**src/rtl/fetch_stage.sv**
```systemverilog
// Instruction-fetch stage: owns the PC, issues instruction-bus requests and builds the
// {valid, pc, instr} bundle for the IF/ID register. Handles stall, redirect and stale responses.
module fetch_stage #(
  parameter int unsigned    XLEN     = 64,
  parameter logic [XLEN-1:0] PC_RESET = XLEN'(64'h0000_0000_8000_0000)
) (
  input  logic             clk,
  input  logic             reset,
  input  logic             stall,
  input  logic             redirect_valid,
  input  logic [XLEN-1:0]  redirect_pc,
  output logic             ireq_valid,
  output logic [XLEN-1:0]  ireq_addr,
  input  logic             iresp_data_ok,
  input  logic [31:0]      iresp_data,
  output logic [XLEN+32:0] dataF_nxt
);

  localparam logic [1:0] FETCH   = 2'd0;
  localparam logic [1:0] HOLD    = 2'd1;
  localparam logic [1:0] DISCARD = 2'd2;

  logic [1:0]      state_q, state_d;
  logic [XLEN-1:0] pc_q, pc_d;
  logic [XLEN-1:0] pend_pc_q, pend_pc_d;
  logic [31:0]     ibuf_q, ibuf_d;
  logic [XLEN-1:0] redir_aligned;
  logic [XLEN-1:0] pc_inc;

  assign redir_aligned = {redirect_pc[XLEN-1:2], 2'b00};
  assign pc_inc        = pc_q + XLEN'(4);
  assign ireq_addr     = pc_q;

  always_comb begin
    state_d    = state_q;
    pc_d       = pc_q;
    pend_pc_d  = pend_pc_q;
    ibuf_d     = ibuf_q;
    ireq_valid = 1'b0;
    dataF_nxt  = '0;

    unique case (state_q)
      FETCH: begin
        ireq_valid = 1'b1;
        if (iresp_data_ok && !redirect_valid) begin
          // Same-cycle bypass so a zero-latency bus sustains one instruction per cycle.
          dataF_nxt = {1'b1, pc_q, iresp_data};
          if (stall) begin
            ibuf_d  = iresp_data;
            state_d = HOLD;
          end else begin
            pc_d = pc_inc;
          end
        end else if (iresp_data_ok && redirect_valid) begin
          pc_d = redir_aligned;
        end else if (redirect_valid) begin
          // Request must stay stable until accepted; remember where to go afterwards.
          pend_pc_d = redir_aligned;
          state_d   = DISCARD;
        end
      end
      HOLD: begin
        if (redirect_valid) begin
          pc_d    = redir_aligned;
          state_d = FETCH;
        end else begin
          dataF_nxt = {1'b1, pc_q, ibuf_q};
          if (!stall) begin
            pc_d    = pc_inc;
            state_d = FETCH;
          end
        end
      end
      DISCARD: begin
        ireq_valid = 1'b1;
        if (redirect_valid) begin
          pend_pc_d = redir_aligned;
        end
        if (iresp_data_ok) begin
          pc_d    = redirect_valid ? redir_aligned : pend_pc_q;
          state_d = FETCH;
        end
      end
      default: state_d = FETCH;
    endcase

    if (reset) begin
      ireq_valid = 1'b0;
      dataF_nxt  = '0;
    end
  end

  always_ff @(posedge clk) begin
    if (reset) begin
      state_q   <= FETCH;
      pc_q      <= PC_RESET;
      pend_pc_q <= '0;
      ibuf_q    <= '0;
    end else begin
      state_q   <= state_d;
      pc_q      <= pc_d;
      pend_pc_q <= pend_pc_d;
      ibuf_q    <= ibuf_d;
    end
  end

endmodule

```
**config.mk**
```make
export PLATFORM = sky130hd
export DESIGN_NAME = fetch_stage
export DESIGN_NICKNAME = d
export VERILOG_FILES = /design/src/rtl/fetch_stage.sv
export SDC_FILE = /design/constraint.sdc
export NUM_CORES = 1
export LEC_CHECK = 0
export CAP_MARGIN = 20
export CORE_ASPECT_RATIO = 0.6
export CORE_MARGIN = 8
export CORE_UTILIZATION = 45
export DETAILED_ROUTE_END_ITERATION = 10
export MAX_ROUTING_LAYER = met4
export PLACE_DENSITY = 0.74
export SLEW_MARGIN = 20
export SYNTH_ARGS = -nofsm -noshare
export SYNTH_HDL_FRONTEND = slang
export SYNTH_SLANG_ARGS = --single-unit
```
**constraint.sdc**
```tcl
create_clock -name clk -period 4.8 [get_ports clk]
set_clock_uncertainty 0.1 [all_clocks]
set_input_delay 0.72 -clock clk [delete_from_list [all_inputs] [get_ports clk]]
set_output_delay 0.72 -clock clk [all_outputs]
set_load 0.05 [all_outputs]
```
==> flow_summary.ini, run 1 <==
[clock_network]
path_clk_slew_ns = 0.06
clock_latency_ns = 0.44
tritoncts = built
clock-sinks = 162
cts_root_buf = clkbuf_16
clock_path_buffers = 2
cts_made_buffers = 17
htreeDepth = 4
post-cts-setup-buffers = 0
ctsHoldBuffers = 0
cts_resized = 0

[power]
power_density_nw_per_um2 = 348
p_leak_nw = 5.37
worst_ir_drop_vdd_uv = 313

[placed_design]
routabilityCongestion = 0.924
port_buffers = 260
hpwl_mm = 30.5

[synth]
netlist.area_leader.share = 0.309
ys_async_sr_fraction = 0
synth-main-ff-cell = dfxtp_1
syn_nets = 1581
synth_warnings = 0
synth_fa_ha_area_frac = 0.00477
ys_top_cells_by_area = dfxtp_1, nand2_1, a21oi_1
synth_simple_gate_area_frac = 0.291
synth-xor-area-share = 0.0234
synth_area_um2 = 10500
synth.mux.area_fraction = 0.00489
ys_seq_area_frac = 0.309
synth_compound_area_frac = 0.307
synth_top_family_by_area = compound AO/OA/AOI/OAI gates
synth.distinct_cells = 82
ys_seq_elements = 162
syn_avg_cell_area_um2 = 7.11
synth_edf_count = 0
synth_cells = 1476
yosysTopAreaCell = dfxtp_1

[detailed_routing]
wl_per_cell_um = 22.3
ant_nets = 0
drtPass1Iterations = 8
routed_wl_mm = 44.2
post_drt_via_cell_ratio = 6.40
drc = 0
vias = 12700
drtIter0Drc = 1630

[grt]
antenna_found_initial = 2
grt_pass1_wl_mm = 67.0
grt_overflow = 0
grt_start_max_net_pins = 98
grt_pass1_vias = 11600
grt_use_total = 0.303

[critical_path]
critPathBufInv = 3
cp.required_ns = 3.98
critPathLaunchType = primary input
worstPathMaxFanout = 21
cpMaxStageDelayCell = nor2_4
end_kind = output pin
slowest_delay_ns = 0.55
cp_cell_sequence = clkdlybuf4s50_1, nor2b_1, and2_1, nor2_4, nor2_4, buf_4, and2_1, buf_12
critPathKind = in2out
critPathArrivalTime_ns = 3.10
critPathTopFamily = simple AND/OR/NAND/NOR gates

[floorplanning]
die_w_um = 213
fp-row-count = 43
die-area_um2 = 28600
io_pins = 263
die_y_um = 134
core_area_um2 = 23000
initial_core_util = 0.456

[min_path]
hp-class = reg2reg

[layout]
fin_util = 0.647
final_cell_mix = nand2_1, a21oi_1, dfxtp_1, clkdlybuf4s50_1, buf_12
final_common_cell = nand2_1
area_growth_pct = 42.0
fin_nets = 1759
fill_cells = 1997
drive_gt1_frac = 0.125

[outcome]
status = complete, no violations

[sta]
fmax_ghz = 0.255
drv_slew = 0
finalSetupTns_ns = 0
post-route-period-util = 0.816
fin_crit_ns = 3.92
finalHoldViolations = 0
rsz0062_at_grt = no
setup_violations = 0
relSlewSlack = 0.354
worst_pin_slew_ns = 0.967

[flow_run]
drv_cap = 0
[power by group]
group / switching (W) / leakage (nW) / total, W / internal (W)
Combinational: 0.00127 / 3.74 / 0.00196 / 0.000688
Sequential: 0.000248 / 1.33 / 0.00174 / 0.00149
Clock: 0.000590 / 0.301 / 0.00148 / 0.000891
[worst register-to-register path, stage by stage (launching register included)]
cell	delay [ns]
dfxtp_1	0.50
nand4_1	0.33
nor4_1	0.73
nand4_1	0.76
nor3_1	0.46
o21ai_0	0.12
a221oi_1	0.26
[state kept, by name (all words and copies together), names as in the netlist]
| signal | flops |
|---|---|
| ibuf_q | 32 |
| ireq_addr | 64 |
| pend_pc_q | 64 |
| state_q | 2 |
[worst paths after layout]
check	start	end	slack (ns)	depth (start not counted)
worst min register to register	pend_pc_q[35]	pend_pc_q[35]	0.35	2
worst min-delay path	pend_pc_q[35]	pend_pc_q[35]	0.35	2
worst max-delay path	iresp_data_ok	dataF_nxt[60]	0.88	8
worst max register to register	ireq_addr[42]	ireq_addr[61]	1.45	6
[per-layer routing]
layer | global-route usage | part of all wire | up-vias
met5 | - | 0 | -
met4 | 0.0975 | 0.027 | 0
met3 | 0.0797 | 0.14 | 121
met2 | 0.434 | 0.43 | 934
met1 | 0.408 | 0.41 | 5946
li1 | - | - | 5699
[cell type report]
class                      count  area, um^2  area share
tap                          315         394      0.0264
sequential                   162        3240       0.218
inverter                      19        71.3     0.00479
antenna                        2        5.00    0.000336
clock buffer                  20         457      0.0306
timing repair buffer         296        3870       0.260
multi-input combinational   1158        6700       0.450
clock inverter                11         160      0.0107
[synth_stat cells, drive strengths merged (10+ instances only)]
| cell type | n |
|---|---|
| buf | 36 |
| and4 | 12 |
| nand2 | 279 |
| o211ai | 11 |
| nand3 | 39 |
| and3 | 20 |
| a31oi | 16 |
| nor3 | 39 |
| a221oi | 25 |
| nand4 | 27 |
| a22oi | 46 |
| nor2 | 96 |
| o31ai | 10 |
| clkbuf | 101 |
| dfxtp | 162 |
| a211oi | 14 |
| a22o | 12 |
| inv | 19 |
| a21oi | 166 |
| a221o | 11 |
| o21a | 15 |
| nor4 | 16 |
| and2 | 59 |
| o21ai | 106 |
| xnor2 | 19 |
| o22ai | 12 |
[cell families after synthesis]
family / Yosys count
mux: 5
buf+inv: 156
flops: 162
compound gates: 503
simple gates: 618
fa+ha+maj: 4
xor+xnor: 28
[stage by stage]
step	power, W	std cells	area, um^2	worst slack [ns]	hold WS [ns]
4_1_cts	0.00514	1981	14900	0.540	0.355
2_1_floorplan	0.00290	1476	10500	1.13	0.336
3_5_place_dp	0.00367	1950	14300	0.542	0.347
5_1_grt	0.00536	1983	14900	0.764	0.369
6_report	0.00518	1983	14900	0.883	0.354
3_3_place_gp	0.00363	1950	14300	0.564	0.342
(Power assumes the default switching activity.)
==> run 2: changes to the inputs <==
==> constraint.sdc (replaced) <==
create_clock -name clk -period 3.9 [get_ports clk]
set_clock_uncertainty 0.1 [all_clocks]
set_input_delay 0.585 -clock clk [delete_from_list [all_inputs] [get_ports clk]]
set_output_delay 0.585 -clock clk [all_outputs]
set_load 0.05 [all_outputs]
==> run 2 against run 1 <==
Net effect:
- critical path depth fell by 3
- non-clock buffer count rose by 15
- clock power rose by 27%
- first-iteration DRC count rose by 4.3%
- die area did not move
- global-route usage rose by 0.51 points
- largest power group unchanged
==> flow_summary.ini, run 2 (same netlist as run 1, synthesis figures left out) <==
[grt]
grt_pass1_vias = 11600
grt_start_max_net_pins = 124
grt_overflow = 0
grt_pass1_wl_mm = 68.0
grt_use_total = 0.308
antenna_found_initial = 3

[floorplanning]
die_y_um = 134
core_area_um2 = 23000
die-area_um2 = 28600
fp-row-count = 43
die_w_um = 213
io_pins = 263
initial_core_util = 0.456

[detailed_routing]
drtPass1Iterations = 7
post_drt_via_cell_ratio = 6.38
vias = 12800
drtIter0Drc = 1700
routed_wl_mm = 44.7
wl_per_cell_um = 22.4
drc = 0
ant_nets = 0

[critical_path]
worstPathMaxFanout = 12
critPathKind = reg2out
reg2reg_from = state_q[0]
critPathArrivalTime_ns = 2.69
end_kind = output pin
reg2regPathDepth = 8
critPathLaunchType = flip-flop
cp.required_ns = 3.21
setup.worst_path.start = state_q[0]

[clock_network]
clock_latency_ns = 0.44
post-cts-setup-buffers = 0
cts_made_buffers = 17
clock-sinks = 162
htreeDepth = 4
ctsHoldBuffers = 0
tritoncts = built
path_clk_slew_ns = 0.06
cts_resized = 0
clock_path_buffers = 2
cts_root_buf = clkbuf_16

[layout]
final_common_cell = nand2_1
fin_nets = 1774
final_cell_mix = nand2_1, a21oi_1, dfxtp_1, clkdlybuf4s50_1, buf_12
fill_cells = 1993
drive_gt1_frac = 0.131
area_growth_pct = 43.1
fin_area_um2 = 15000

[flow_run]
drv_cap = 0

[min_path]
hold_start = ibuf_q[27]
hp-class = reg2reg
hold-path-cell-count = 2

[sta]
fmax_ghz = 0.297
relSlewSlack = 0.289
worst_pin_slew_ns = 1.06
setup_violations = 0
drv_slew = 0
fin_crit_ns = 3.37
finalSetupTns_ns = 0
post-route-period-util = 0.864
finalHoldViolations = 0
rsz0062_at_grt = no

[placed_design]
placed_area_um2 = 14400
hpwl_mm = 31.0
routabilityCongestion = 0.926
port_buffers = 260

[power]
power_density_nw_per_um2 = 430
p_leak_nw = 5.45
worst_ir_drop_vdd_uv = 352
total_power_w = 0.00646

[outcome]
status = complete, no violations
-- run 2: changes by cell type in the layout (fill, tap and decap cells not counted), sizes merged --
cell    delta
buf       +15
bufinv     +1
diode      +1
clkinv     -1
-- run 2: power by group --
group | switching, W | leakage (nW) | total (W) | internal, W
combinational | 0.00159 | 3.81 | 0.00245 | 0.000865
clock | 0.000731 | 0.306 | 0.00188 | 0.00115
sequential | 0.000292 | 1.33 | 0.00213 | 0.00184
total | 0.00261 | 5.45 | 0.00646 | 0.00385
-- run 2: final cells by class --
class                      instances  area, um^2  area share
antenna                            3        7.51    0.000500
clock buffer                      20         447      0.0297
clock inverter                    11         185      0.0123
inverter                          19        71.3     0.00475
multi-input combinational       1158        6700       0.446
sequential                       162        3240       0.216
tap                              315         394      0.0262
timing repair buffer             311        3980       0.265
-- run 2: stage by stage --
| step | util | std cells | hold WS (ns) | setup slack (ns) |
|---|---|---|---|---|
| 2_1_floorplan | - | 1476 | 0.336 | 0.496 |
| 3_3_place_gp | 0.624 | 1964 | 0.342 | 0.418 |
| 3_5_place_dp | 0.624 | 1964 | 0.347 | 0.304 |
| 4_1_cts | 0.651 | 1995 | 0.356 | 0.302 |
| 5_1_grt | 0.653 | 1999 | 0.373 | 0.488 |
| 6_report | 0.653 | 1999 | 0.354 | 0.529 |
-- run 2: layer usage --
metal / track usage / share of wire
met1: 0.420 / 0.40
met2: 0.437 / 0.43
met3: 0.0825 / 0.14
met4: 0.0926 / 0.027
met5: - / 0
-- run 2: worst paths after layout --
kind / end / slack [ns]
setup / recovery: ireq_valid / 0.53
hold / removal: ibuf_q[27] / 0.35
setup reg to reg: ireq_addr[21] / 0.72
hold reg to reg: ibuf_q[27] / 0.35
-- run 2: critical path, cell delays in order (launching register included) --
cell             delay (ns)
dfxtp_1                0.35
inv_1                  0.08
ha_1                   0.36
nor2_1                 0.55
nor2_1                 0.15
clkdlybuf4s50_1        0.75
==> run 3: changes to the inputs <==
--- a/config.mk
+++ b/config.mk
@@ -10,6 +10,8 @@
 export CORE_MARGIN = 8
 export CORE_UTILIZATION = 45
 export DETAILED_ROUTE_END_ITERATION = 10
+export GPL_TIMING_DRIVEN = 0
+export HOLD_SLACK_MARGIN = 0.08
 export MAX_ROUTING_LAYER = met4
 export PLACE_DENSITY = 0.74
 export SLEW_MARGIN = 20
==> run 3 against run 2 <==
Net effect:
- the run now ends with design-rule violations left
- clock power shrank 13%
- critical path depth grew 3
- non-clock buffer count grew 84
- sequential power shrank 2%
- sequential cell count is the same
- critical path type is now reg2reg
- critical endpoint is now ireq_addr[17]
==> flow_summary.ini, run 3 (same netlist as run 1, synthesis figures left out) <==
[grt]
use_met3 = 0.165
gr-max-usage-layer = met1
met1_usage = 0.529
use_met2 = 0.526
grt_overflow = 0
grt_use_total = 0.400
grt_start_max_net_pins = 20
antenna_found_initial = 3
grt_pass1_vias = 12700
grt_pass1_wl_mm = 82.8

[power]
worst_ir_drop_vdd_uv = 336
power_density_nw_per_um2 = 461
p_leak_nw = 5.18

[outcome]
violations = design-rule violations
status = complete, but fails checks

[clock_network]
clock_path_buffers = 2
path_clk_slew_ns = 0.07
cts_made_buffers = 17
htreeDepth = 4
clock_latency_ns = 0.48
clock-sinks = 162
cts_root_buf = clkbuf_16
tritoncts = built

[sta]
fmax_ghz = 0.258
fin_crit_ns = 3.88
setup_violations = 0
drv_slew = 0
relSlewSlack = 0.161
finalHoldViolations = 0
post-route-period-util = 0.994
rsz0062_at_grt = no
worst_pin_slew_ns = 1.26

[detailed_routing]
drtIter0Drc = 2191
ant_nets = 0
post_drt_via_cell_ratio = 6.61
drtPass1Iterations = 11
vias = 13800
routed_wl_mm = 57.8
drc = 4
wl_per_cell_um = 27.7

[placed_design]
hpwl_mm = 42.1
port_buffers = 258
routabilityCongestion = 1.03
placed_area_um2 = 13500
placed_cells = 2049

[critical_path]
setup.worst_path.start = state_q[0]
critPathBufInv = 4
cpMaxStageDelayCell = buf_1
critPathKind = reg2reg
cp.required_ns = 4.15
cp_cell_sequence = inv_1, ha_1, clkbuf_1, o22ai_1, clkbuf_1, buf_1, a21oi_1, a221oi_1
crit_path_frequent_cell = clkbuf_1
worstPathMaxFanout = 10
critPathLaunchType = flip-flop
reg2reg_from = state_q[0]
end_kind = flip-flop
slowest_delay_ns = 0.91
critPathArrivalTime_ns = 4.13
critPathTopFamily = buffers and inverters

[layout]
drive_gt1_frac = 0.104
area_growth_pct = 31.2
final_common_cell = nand2_1
fin_nets = 1858
fin_cells = 2084
final_cell_mix = nand2_1, a21oi_1, dfxtp_1
fin_area_um2 = 13800

[floorplanning]
core_area_um2 = 23000
fp-row-count = 43
die_w_um = 213
die-area_um2 = 28600
die_y_um = 134
io_pins = 263
initial_core_util = 0.456

[min_path]
hp-class = reg2reg
hold_start = pend_pc_q[16]

[flow_run]
drv_cap = 0
-- run 3: changes by cell type in the layout (fill, tap and decap cells not counted), sizes merged --
cell,before,now
buf,149,37
bufinv,5,0
clkbuf,20,184
clkdlybuf4s15,0,15
clkdlybuf4s50,162,161
clkinv,4,7
clkinvlp,2,4
dlygate4sd2,0,11
dlymetal6s2s,0,5
inv,19,22
-- run 3: metal layers --
layer	wire length [um]	part of all wire
met5	0	0
met4	2570	0.045
met3	9510	0.16
met2	22200	0.38
met1	23500	0.41
-- run 3: per-stage QoR --
stage	utilization	setup WS [ns]	total power, W	TNS (ns)	hold slack, ns
3_3_place_gp	0.585	-1.25	0.00461	-75.86	0.341
2_1_floorplan	-	0.496	0.00356	0	0.336
3_5_place_dp	0.585	-0.908	0.00463	-58.05	0.346
4_1_cts	0.608	-0.201	0.00622	-0.596	0.356
6_report	0.598	0.0231	0.00635	0	0.356
5_1_grt	0.598	0.00500	0.00650	0	0.377
-- run 3: area by class of cell --
type                            count  area (um^2)
Tap cell                          315          394
Multi-Input combinational cell   1158         6650
Fill cell                        2227         9250
Buffer                            136          578
Clock inverter                     14          106
Clock buffer                       18          439
Antenna cell                        3         7.51
Inverter                           19         71.3
Sequential cell                   162         3240
Timing Repair Buffer              259         2290
-- run 3: repair_timing --
item                                    in CTS  in global routing
endpoints found under the hold margin        0                  0
setup buffers                                1                  0
endpoints found under the setup margin      98                 98
resized for setup                          148                142
hold buffers                                 0                  0
pin swaps                                    1                  0
-- run 3: worst paths after layout --
| check | to | slack [ns] | cells past startpoint |
|---|---|---|---|
| worst max-delay path | ireq_addr[17] | 0.02 | 8 |
| worst min-delay path | pend_pc_q[16] | 0.36 | 2 |
| worst max register to register | ireq_addr[17] | 0.02 | 8 |
| worst min register to register | pend_pc_q[16] | 0.36 | 2 |
-- run 3: tightest hold or removal path, stage by stage (launching register included) --
cell and delay (ns):
dfxtp_1 0.31, nand2_1 0.05, a21oi_1 0.05
-- run 3: where the power goes --
| group | switching, W | total (W) | internal [W] |
|---|---|---|---|
| Combinational | 0.00187 | 0.00263 | 0.000768 |
| Clock | 0.000804 | 0.00164 | 0.000835 |
| Sequential | 0.000243 | 0.00208 | 0.00184 |
| Total | 0.00291 | 0.00635 | 0.00344 |
